===== config.mk =====
export PLATFORM = sky130hd
export DESIGN_NAME = alarm_btn_conditioner
export DESIGN_NICKNAME = d
export VERILOG_FILES = /design/src/rtl/alarm_btn_conditioner.sv
export SDC_FILE = /design/constraint.sdc
export NUM_CORES = 1
export LEC_CHECK = 0
export ABC_AREA = 1
export ABC_CLOCK_PERIOD_IN_PS = 1700
export BUFFER_PORTS_ARGS = -buffer_cell sky130_fd_sc_hd__buf_2
export CAP_MARGIN = 10
export CELL_PAD_IN_SITES_DETAIL_PLACEMENT = 0
export CELL_PAD_IN_SITES_GLOBAL_PLACEMENT = 1
export CORE_MARGIN = 4
export CORE_UTILIZATION = 43
export DETAILED_ROUTE_END_ITERATION = 7
export GPL_TIMING_DRIVEN = 1
export PLACE_DENSITY = 0.84
export SLEW_MARGIN = 20
export SYNTH_ARGS = -nofsm -noshare
export SYNTH_HDL_FRONTEND = slang
export SYNTH_SLANG_ARGS = --single-unit

===== constraint.sdc =====
create_clock -name clk_clk -period 1.7 [get_ports clk_clk]
set_input_delay 0.085 -clock clk_clk [delete_from_list [all_inputs] [get_ports clk_clk]]
set_output_delay 0.085 -clock clk_clk [all_outputs]
set_load 0.05 [all_outputs]

===== src/rtl/alarm_btn_conditioner.sv =====
// Push-button front end for the alarm clock: per-key synchronizer, debouncer,
// press pulse, plus hold-to-auto-repeat on UP/DOWN with a both-held lockout.

module alarm_btn_chan #(
    parameter int DEBOUNCE_CYCLES = 1000000,
    parameter int REPEAT_DELAY    = 25000000,
    parameter int REPEAT_PERIOD   = 5000000,
    parameter bit RAW_ACTIVE_LOW  = 1'b1,
    parameter bit HAS_REPEAT      = 1'b1
) (
    input  logic clk,
    input  logic rst_n,
    input  logic raw,
    input  logic lock,
    output logic level,
    output logic pulse
);
    localparam int DW = $clog2(DEBOUNCE_CYCLES);
    localparam int RW = $clog2(REPEAT_DELAY);
    localparam logic [DW-1:0] DB_LAST = DW'(DEBOUNCE_CYCLES - 1);
    localparam logic [RW-1:0] RD_LAST = RW'(REPEAT_DELAY - 1);
    localparam logic [RW-1:0] RP_LAST = RW'(REPEAT_PERIOD - 1);

    typedef enum logic [1:0] {S_IDLE, S_HOLD, S_REPEAT, S_PRESSED} state_t;

    logic [1:0]    sync_ff;
    logic          sync;
    logic [DW-1:0] db_cnt;
    logic          db_done, lvl_rise, lvl_fall;
    state_t        state, state_nxt;
    logic [RW-1:0] rpt_cnt, rpt_nxt;
    logic          pulse_nxt;

    // sync_ff holds the key in pressed=1 polarity; reset is "released"
    always_ff @(posedge clk or negedge rst_n) begin
        if (!rst_n) sync_ff <= '0;
        else        sync_ff <= {sync_ff[0], raw ^ RAW_ACTIVE_LOW};
    end
    assign sync = sync_ff[1];

    assign db_done  = (sync != level) && (db_cnt == DB_LAST);
    assign lvl_rise = db_done && sync;
    assign lvl_fall = db_done && !sync;

    always_ff @(posedge clk or negedge rst_n) begin
        if (!rst_n) begin
            db_cnt <= '0;
            level  <= 1'b0;
        end else if (sync == level) begin
            db_cnt <= '0;
        end else if (db_done) begin
            db_cnt <= '0;
            level  <= sync;
        end else begin
            db_cnt <= db_cnt + 1'b1;
        end
    end

    always_ff @(posedge clk or negedge rst_n) begin
        if (!rst_n) begin
            state   <= S_IDLE;
            rpt_cnt <= '0;
            pulse   <= 1'b0;
        end else begin
            state   <= state_nxt;
            rpt_cnt <= rpt_nxt;
            pulse   <= pulse_nxt;
        end
    end

    // Release wins over everything, so a repeat due on the release cycle is dropped
    always_comb begin
        state_nxt = state;
        rpt_nxt   = rpt_cnt;
        pulse_nxt = 1'b0;
        if (lvl_fall) begin
            state_nxt = S_IDLE;
            rpt_nxt   = '0;
        end else begin
            case (state)
                S_IDLE: begin
                    if (lvl_rise) begin
                        state_nxt = HAS_REPEAT ? S_HOLD : S_PRESSED;
                        rpt_nxt   = '0;
                        pulse_nxt = 1'b1;
                    end
                end
                S_HOLD, S_REPEAT: begin
                    if (lock) begin
                        state_nxt = S_HOLD;
                        rpt_nxt   = '0;
                    end else if (rpt_cnt == ((state == S_HOLD) ? RD_LAST : RP_LAST)) begin
                        state_nxt = S_REPEAT;
                        rpt_nxt   = '0;
                        pulse_nxt = 1'b1;
                    end else begin
                        rpt_nxt = rpt_cnt + 1'b1;
                    end
                end
                S_PRESSED: ;
                default: state_nxt = S_IDLE;
            endcase
        end
    end
endmodule

module alarm_btn_conditioner #(
    parameter int DEBOUNCE_CYCLES = 1000000,
    parameter int REPEAT_DELAY    = 25000000,
    parameter int REPEAT_PERIOD   = 5000000,
    parameter bit RAW_ACTIVE_LOW  = 1'b1
) (
    input  logic clk_clk,
    input  logic reset_reset_n,
    input  logic key_up_raw,
    input  logic key_down_raw,
    input  logic key_set_raw,
    output logic btn_up_pulse,
    output logic btn_down_pulse,
    output logic btn_set_pulse,
    output logic btn_up_level,
    output logic btn_down_level,
    output logic btn_set_level
);
    localparam int NUM_BTN = 3;

    // Index 0 = UP, 1 = DOWN, 2 = SET (no repeat)
    logic [NUM_BTN-1:0] raw_vec, lvl_vec, pls_vec;
    logic               ud_lock;

    assign raw_vec = {key_set_raw, key_down_raw, key_up_raw};
    assign ud_lock = lvl_vec[0] & lvl_vec[1];

    for (genvar i = 0; i < NUM_BTN; i++) begin : g_btn
        alarm_btn_chan #(
            .DEBOUNCE_CYCLES (DEBOUNCE_CYCLES),
            .REPEAT_DELAY    (REPEAT_DELAY),
            .REPEAT_PERIOD   (REPEAT_PERIOD),
            .RAW_ACTIVE_LOW  (RAW_ACTIVE_LOW),
            .HAS_REPEAT      (i < 2)
        ) u_chan (
            .clk   (clk_clk),
            .rst_n (reset_reset_n),
            .raw   (raw_vec[i]),
            .lock  ((i < 2) ? ud_lock : 1'b0),
            .level (lvl_vec[i]),
            .pulse (pls_vec[i])
        );
    end

    assign {btn_set_pulse, btn_down_pulse, btn_up_pulse} = pls_vec;
    assign {btn_set_level, btn_down_level, btn_up_level} = lvl_vec;
endmodule

==> results.sh, run 1 <==
export IMPL_status="complete, but fails checks"
export IMPL_violations="setup timing"
export IMPL_grtUsageTotal=0.197
export IMPL_cap_violations=0
export IMPL_root_buffer="clkbuf_16"
export IMPL_wirelength_mm=25.5
export IMPL_fin_nets=1544
export IMPL_max_vdd_ir_drop_mv=0.518
export IMPL_r2r_cells=10
export IMPL_synth_compound_area_frac=0.0641
export IMPL_fin_ws_ps=-54.6
export IMPL_synth_simple_gate_area_share=0.385
export IMPL_fmax_mhz=570
export IMPL_core_sq_mm=0.0210
export IMPL_crit_type="flip-flop to flip-flop"
export IMPL_power_density_mw_per_mm2=610
export IMPL_design_die_area_sq_mm=0.0238
export IMPL_synth_fp_nets=1312
export IMPL_ff2ff_setup_slack_ps=-50
export IMPL_drc=0
export IMPL_critPathLaunch="g_btn[2].u_chan.db_cnt[6]"
export IMPL_synth_top_family_by_area="simple AND/OR/NAND/NOR gates"
export IMPL_cts_max_level=4
export IMPL_relSlewSlack=0.708
export IMPL_critPathRequiredTime_ps=2020
export IMPL_finalClockSkew_ps=11.3
export IMPL_syn_area_sq_mm=0.00918
export IMPL_vias=9178
export IMPL_gp_congestion=0.861
export IMPL_leakage_nw=6.34
export IMPL_synth_xor_area_frac=0.0238
export IMPL_die_x_um=154
export IMPL_seq_power_share=0.457
export IMPL_grt_max_degree=47
export IMPL_synth_seq_cells=153
export IMPL_syn_inst=1292
export IMPL_cp_start_kind="flip-flop"
export IMPL_diodes=0
export IMPL_syn_to_final_growth_pct=44.0
export IMPL_placed_area_sq_mm=0.0108
export IMPL_fin_crit_sh=1.03
export IMPL_p_comb_frac=0.027
export IMPL_drv_slew=0
export IMPL_power_mw=8.06
export IMPL_worst_r2r_endpoint="g_btn[2].u_chan.state[0]"
export IMPL_grt_pass1_wl_mm=39.2
export IMPL_synth_mux_area_frac=0
export IMPL_hold_class="input port to asynchronous set/reset pin"
export IMPL_min_period_ps=1750
export IMPL_crit_path_end="g_btn[2].u_chan.state[0]"
export IMPL_grt_ovfl_total=0
export IMPL_critPathArrivalTime_ps=2070
export IMPL_synth_fa_ha_area_frac=0.0204
export IMPL_fin_hold_ws_ps=154
export IMPL_path_clk_slew_ps=60
export IMPL_port_buffers=10
export IMPL_first_pass_iters=5
export IMPL_clkSinkCount=153
export IMPL_pin_count=11
export IMPL_ys_types=44
export IMPL_internal_power_mw=6.31
export IMPL_hold_violations=0
export IMPL_grt_antenna_before_repair=0
export IMPL_swShare=0.217
export IMPL_path_max_fanout=8
export IMPL_initial_utilization=0.437
export IMPL_via_per_inst=5.07
export IMPL_yosysWarnings=0
export IMPL_switchingPower_mw=1.75
export IMPL_cts_tree="yes"
export IMPL_cts_path_max_buffers=2
export IMPL_drt_iter0_markers=560
export IMPL_reg2reg_from="g_btn[2].u_chan.db_cnt[6]"
export IMPL_clock_latency_ps=430
export IMPL_grt_pass1_vias=8381
export IMPL_dp_hpwl_mm=16.6
export IMPL_worst_pin_slew_ps=439
export IMPL_rsz0062_at_grt="yes"
export IMPL_rows=53
export IMPL_clockPowerShare=0.515
export IMPL_ys_seq_area_frac=0.417
export IMPL_drive_above_1_share=0.344
export IMPL_detail_route_antenna_nets=0
export IMPL_numCtsBuffers=17
export IMPL_design_area_sq_mm=0.0132
export IMPL_die_h_um=154
export IMPL_wl_per_cell_um=14.1
export IMPL_setup_violations=41
export IMPL_end_kind="flip-flop"
export IMPL_synth_area_per_cell_sq_um=7.11
==> per-stage QoR <==
| stage | utilization | std cells | setup slack (ps) | setup TNS [ps] |
|---|---|---|---|---|
| 6_report | 0.629 | 1812 | -54.6 | -924 |
| 2_1_floorplan | - | 1292 | 6.55 | 0 |
| 3_3_place_gp | 0.516 | 1725 | -60.3 | -750 |
| 4_1_cts | 0.554 | 1768 | -10.2 | -41.5 |
| 3_5_place_dp | 0.516 | 1725 | -77.9 | -2780 |
| 5_1_grt | 0.629 | 1812 | -157 | -8030 |
==> repair_timing <==
item / CTS / global route
hold buffers: 4 / 0
pin swaps: 10 / 97
cloned: 1 / 15
setup buffers: 6 / 29
setup endpoints to repair: 85 / 109
resized for setup: 20 / 282
hold endpoints to repair: 121 / 0
==> worst min-delay path by stage <==
| stage | start | to | slack [ps] |
|---|---|---|---|
| finish | reset_reset_n | g_btn[0].u_chan.db_cnt[19] | 150 |
| global placement | reset_reset_n | g_btn[0].u_chan.db_cnt[19] | 50 |
| detailed placement | reset_reset_n | g_btn[0].u_chan.db_cnt[15] | 40 |
| floorplan | reset_reset_n | g_btn[0].u_chan.db_cnt[0] | -210 |
| CTS | reset_reset_n | g_btn[0].u_chan.db_cnt[10] | 180 |
| global route | reset_reset_n | g_btn[0].u_chan.db_cnt[10] | 190 |
==> cells in the final DEF, fill, tap and decap left out, types with 30 or more instances in the layout <==
cell     instances
a21oi_1         53
inv_1          158
buf_4          176
nand3_1         84
nor2_1         164
nand3_2         30
nor2_2          45
nand2_2         58
dfrtp_1        144
nand2_1        252
==> flip-flops by register name, summed over array words and instances, names as in the netlist <==
signal,flops
g_btn.u_chan.level,3
g_btn.u_chan.pulse,3
g_btn.u_chan.sync_ff,6
g_btn.u_chan.rpt_cnt,75
g_btn.u_chan.state,6
g_btn.u_chan.db_cnt,60
==> critical path, cell delays in order, from the launching register on <==
cell	delay, ps
dfrtp_1	390
nor2_2	150
nand2_1	100
nor2_4	140
and2_4	170
nand3_4	110
nand2_8	190
nand2_8	100
clkbuf_16	180
nand2_2	50
o21ai_1	50
==> area by class of cell <==
| cell class | instances | area (sq um) |
|---|---|---|
| fill | 1758 | 7800 |
| multi-input combinational | 941 | 5600 |
| sequential | 153 | 3840 |
| timing repair buffer | 227 | 2080 |
| inverter | 183 | 709 |
| clock buffer | 21 | 470 |
| tap | 275 | 344 |
| clock inverter | 11 | 169 |
| timing repair inverter | 1 | 11.3 |
==> synthesized netlist by cell type <==
master | instances | share of area
a211oi_1 | 1 | 0.00082
a21boi_0 | 1 | 0.00082
a21oi_1 | 64 | 0.035
a21oi_2 | 1 | 0.00095
a221oi_1 | 1 | 0.00095
a31oi_1 | 2 | 0.0014
and2_1 | 1 | 0.00068
and2_4 | 2 | 0.0019
and3_1 | 4 | 0.0027
buf_2 | 8 | 0.0044
buf_4 | 4 | 0.0033
buf_6 | 6 | 0.0074
clkinv_1 | 2 | 0.00082
dfrtp_1 | 153 | 0.42
ha_1 | 15 | 0.020
inv_1 | 172 | 0.070
inv_2 | 9 | 0.0037
nand2_1 | 315 | 0.13
nand2_2 | 13 | 0.0089
nand2_4 | 4 | 0.0049
nand2_8 | 1 | 0.0022
nand3_1 | 121 | 0.066
nand3_2 | 5 | 0.0055
nand3_4 | 2 | 0.0038
nand3b_1 | 5 | 0.0041
nand4_1 | 27 | 0.018
nand4_4 | 1 | 0.0023
nor2_1 | 212 | 0.087
nor2_2 | 14 | 0.0095
nor2_4 | 2 | 0.0025
nor3_1 | 38 | 0.021
nor3_2 | 1 | 0.0011
nor3b_1 | 5 | 0.0041
nor3b_2 | 1 | 0.0014
nor4_1 | 10 | 0.0068
o211a_1 | 1 | 0.0011
o21a_1 | 3 | 0.0025
o21ai_0 | 31 | 0.017
o21ai_1 | 4 | 0.0022
o21bai_1 | 1 | 0.00082
o31ai_1 | 1 | 0.00082
or2_2 | 3 | 0.0020
xnor2_1 | 4 | 0.0038
xor2_1 | 21 | 0.020
==> cells by family after synthesis <==
group           count (synthesis)
xor+xnor                       25
flops                         153
buf+inv                       201
compound gates                111
fa+ha+maj                      15
simple gates                  787
==> power by group through the flow <==
stage	clock (mW)	combinational (mW)	sequential, mW
2_1_floorplan	0	0.0639	3.75
3_3_place_gp	0	0.197	3.75
3_5_place_dp	0	0.198	3.75
4_1_cts	4.21	0.209	3.68
5_1_grt	4.37	0.255	3.69
6_report	4.15	0.221	3.69
==> layer usage <==
layer  up-vias  share of wire  track usage
met4         0          0.014       0.0399
met2       167           0.49        0.327
met1      4375           0.46        0.270
met3        33          0.033       0.0360
li1       4603              -            -
met5         -              0            0
(Power assumes the default switching activity.)
==> inputs of run 2 (changes only) <==
TNS_END_PERCENT = 50   (was unset)
==> results.sh, run 2 (synthesized netlist as in run 1, its figures left out) <==
export IMPL_design_area_sq_mm=0.0130
export IMPL_worstPathCellList="nor2_2, nand2_1, nor2_4, and2_4, nand3_4, nand2_8, nand2_8, clkbuf_16, nand2_2, o21ai_1"
export IMPL_path_max_fanout=7
export IMPL_cts_path_max_buffers=2
export IMPL_drv_slew=0
export IMPL_final_common_cell="nand2_1"
export IMPL_initial_utilization=0.437
export IMPL_end_kind="flip-flop"
export IMPL_largest_register_ffs=75
export IMPL_cts_max_level=4
export IMPL_grt_antenna_before_repair=0
export IMPL_detail_route_antenna_nets=0
export IMPL_port_buffers=10
export IMPL_first_pass_iters=5
export IMPL_drive_above_1_share=0.320
export IMPL_cpMostUsedCell="nand2_8"
export IMPL_fin_ws_ps=-38.1
export IMPL_die_h_um=154
export IMPL_cts_tree="yes"
export IMPL_violations="setup timing"
export IMPL_critPathRequiredTime_ps=2020
export IMPL_design_die_area_sq_mm=0.0238
export IMPL_fmax_mhz=575
export IMPL_status="complete, but fails checks"
export IMPL_pin_count=11
export IMPL_path_clk_slew_ps=60
export IMPL_power_mw=8.04
export IMPL_drt_iter0_markers=554
export IMPL_setup_violations=27
export IMPL_finalClockSkew_ps=10.1
export IMPL_cap_violations=0
export IMPL_die_x_um=154
export IMPL_grt_max_degree=47
export IMPL_drc=0
export IMPL_numCtsBuffers=17
export IMPL_vias=9129
export IMPL_grt_pass1_wl_mm=39.2
export IMPL_core_sq_mm=0.0210
export IMPL_ff2ff_setup_slack_ps=-40
export IMPL_syn_to_final_growth_pct=41.8
export IMPL_grt_pass1_vias=8381
export IMPL_worst_pin_slew_ps=438
export IMPL_cp_start_kind="flip-flop"
export IMPL_root_buffer="clkbuf_16"
export IMPL_wirelength_mm=25.3
export IMPL_diodes=0
export IMPL_leakage_nw=6.27
export IMPL_clkSinkCount=153
export IMPL_clock_latency_ps=430
export IMPL_slowest_stage="dfrtp_1"
export IMPL_fin_nets=1539
export IMPL_placed_area_sq_mm=0.0108
export IMPL_relSlewSlack=0.708
export IMPL_fin_tns_setup_ps=-369
export IMPL_critPathArrivalTime_ps=2060
export IMPL_gp_congestion=0.861
export IMPL_min_period_ps=1740
export IMPL_grtUsageTotal=0.197
export IMPL_wl_per_cell_um=14.0
export IMPL_fillers=1789
export IMPL_grt_ovfl_total=0
export IMPL_largest_register="g_btn.u_chan.rpt_cnt"
export IMPL_power_density_mw_per_mm2=618
export IMPL_r2r_cells=10
export IMPL_hold_violations=0
export IMPL_via_per_inst=5.05
export IMPL_reg_largest_list="g_btn.u_chan.rpt_cnt x75, g_btn.u_chan.db_cnt x60"
export IMPL_rows=53
export IMPL_rsz0062_at_grt="yes"
export IMPL_crit_type="flip-flop to flip-flop"
export IMPL_dp_hpwl_mm=16.6
export IMPL_hold_class="input port to asynchronous set/reset pin"
export IMPL_fin_crit_sh=1.02
export IMPL_final_core_util=0.619
export IMPL_most_common_layout_cells="nand2_1 (271), buf_4 (178), nor2_1 (166), inv_1 (161), dfrtp_1 (145)"
export IMPL_max_vdd_ir_drop_mv=0.516
export IMPL_cpPeakStageDelay_ps=390
run 2: final timing paths:
path	to	from
setup / recovery	g_btn[2].u_chan.state[0]	g_btn[2].u_chan.db_cnt[6]
hold / removal	g_btn[0].u_chan.db_cnt[19]	reset_reset_n
setup reg to reg	g_btn[2].u_chan.state[0]	g_btn[2].u_chan.db_cnt[6]
hold reg to reg	g_btn[1].u_chan.sync_ff[1]	g_btn[1].u_chan.sync_ff[0]
max in group asynchronous	g_btn[1].u_chan.level	reset_reset_n
min in group clk_clk	g_btn[1].u_chan.sync_ff[0]	key_down_raw
run 2: report_power, final:
| part | internal (mW) | switching (mW) |
|---|---|---|
| Sequential | 3.67 | 0.0241 |
| Combinational | 0.0735 | 0.143 |
| Clock | 2.57 | 1.57 |
run 2: final cells by class:
| cell class | count | area (sq um) | area share |
|---|---|---|---|
| Inverter | 183 | 702 | 0.0539 |
| Clock inverter | 11 | 169 | 0.0130 |
| Timing Repair Buffer | 223 | 2010 | 0.155 |
| Sequential cell | 153 | 3840 | 0.295 |
| Tap cell | 275 | 344 | 0.0264 |
| Clock buffer | 21 | 470 | 0.0361 |
| Multi-Input combinational cell | 941 | 5480 | 0.421 |
run 2: per-layer routing:
layer | GRT usage | vias up | routed length [um]
met2 | 0.327 | 158 | 12500
met3 | 0.0360 | 31 | 744
li1 | - | 4612 | -
met4 | 0.0399 | 0 | 359
met5 | 0 | - | 0
met1 | 0.270 | 4328 | 11700
run 2: per-stage QoR:
| step | hold WS (ps) | setup WS (ps) | cells |
|---|---|---|---|
| 2_1_floorplan | -211 | 6.55 | 1292 |
| 3_5_place_dp | 41.7 | -77.9 | 1725 |
| 3_3_place_gp | 45.4 | -60.3 | 1725 |
| 4_1_cts | 178 | -10.2 | 1768 |
| 5_1_grt | 191 | -168 | 1807 |
| 6_report | 156 | -38.1 | 1807 |
run 2: timing repair:
action	4_1_cts	5_1_grt
gates resized for setup	20	234
buffers inserted	6	26
endpoints found under the setup margin	85	109
cloned	1	13
pin swaps	10	81
hold buffers	4	0
hold endpoints to repair	121	0
run 2: critical path, delay by kind of cell (launching register included):
| family | cells | cell delay, ps |
|---|---|---|
| and+or+nand+nor | 8 | 1000 |
| buffers and inverters | 1 | 180 |
| AOI/OAI and AO/OA | 1 | 50 |
| DFF | 1 | 390 |
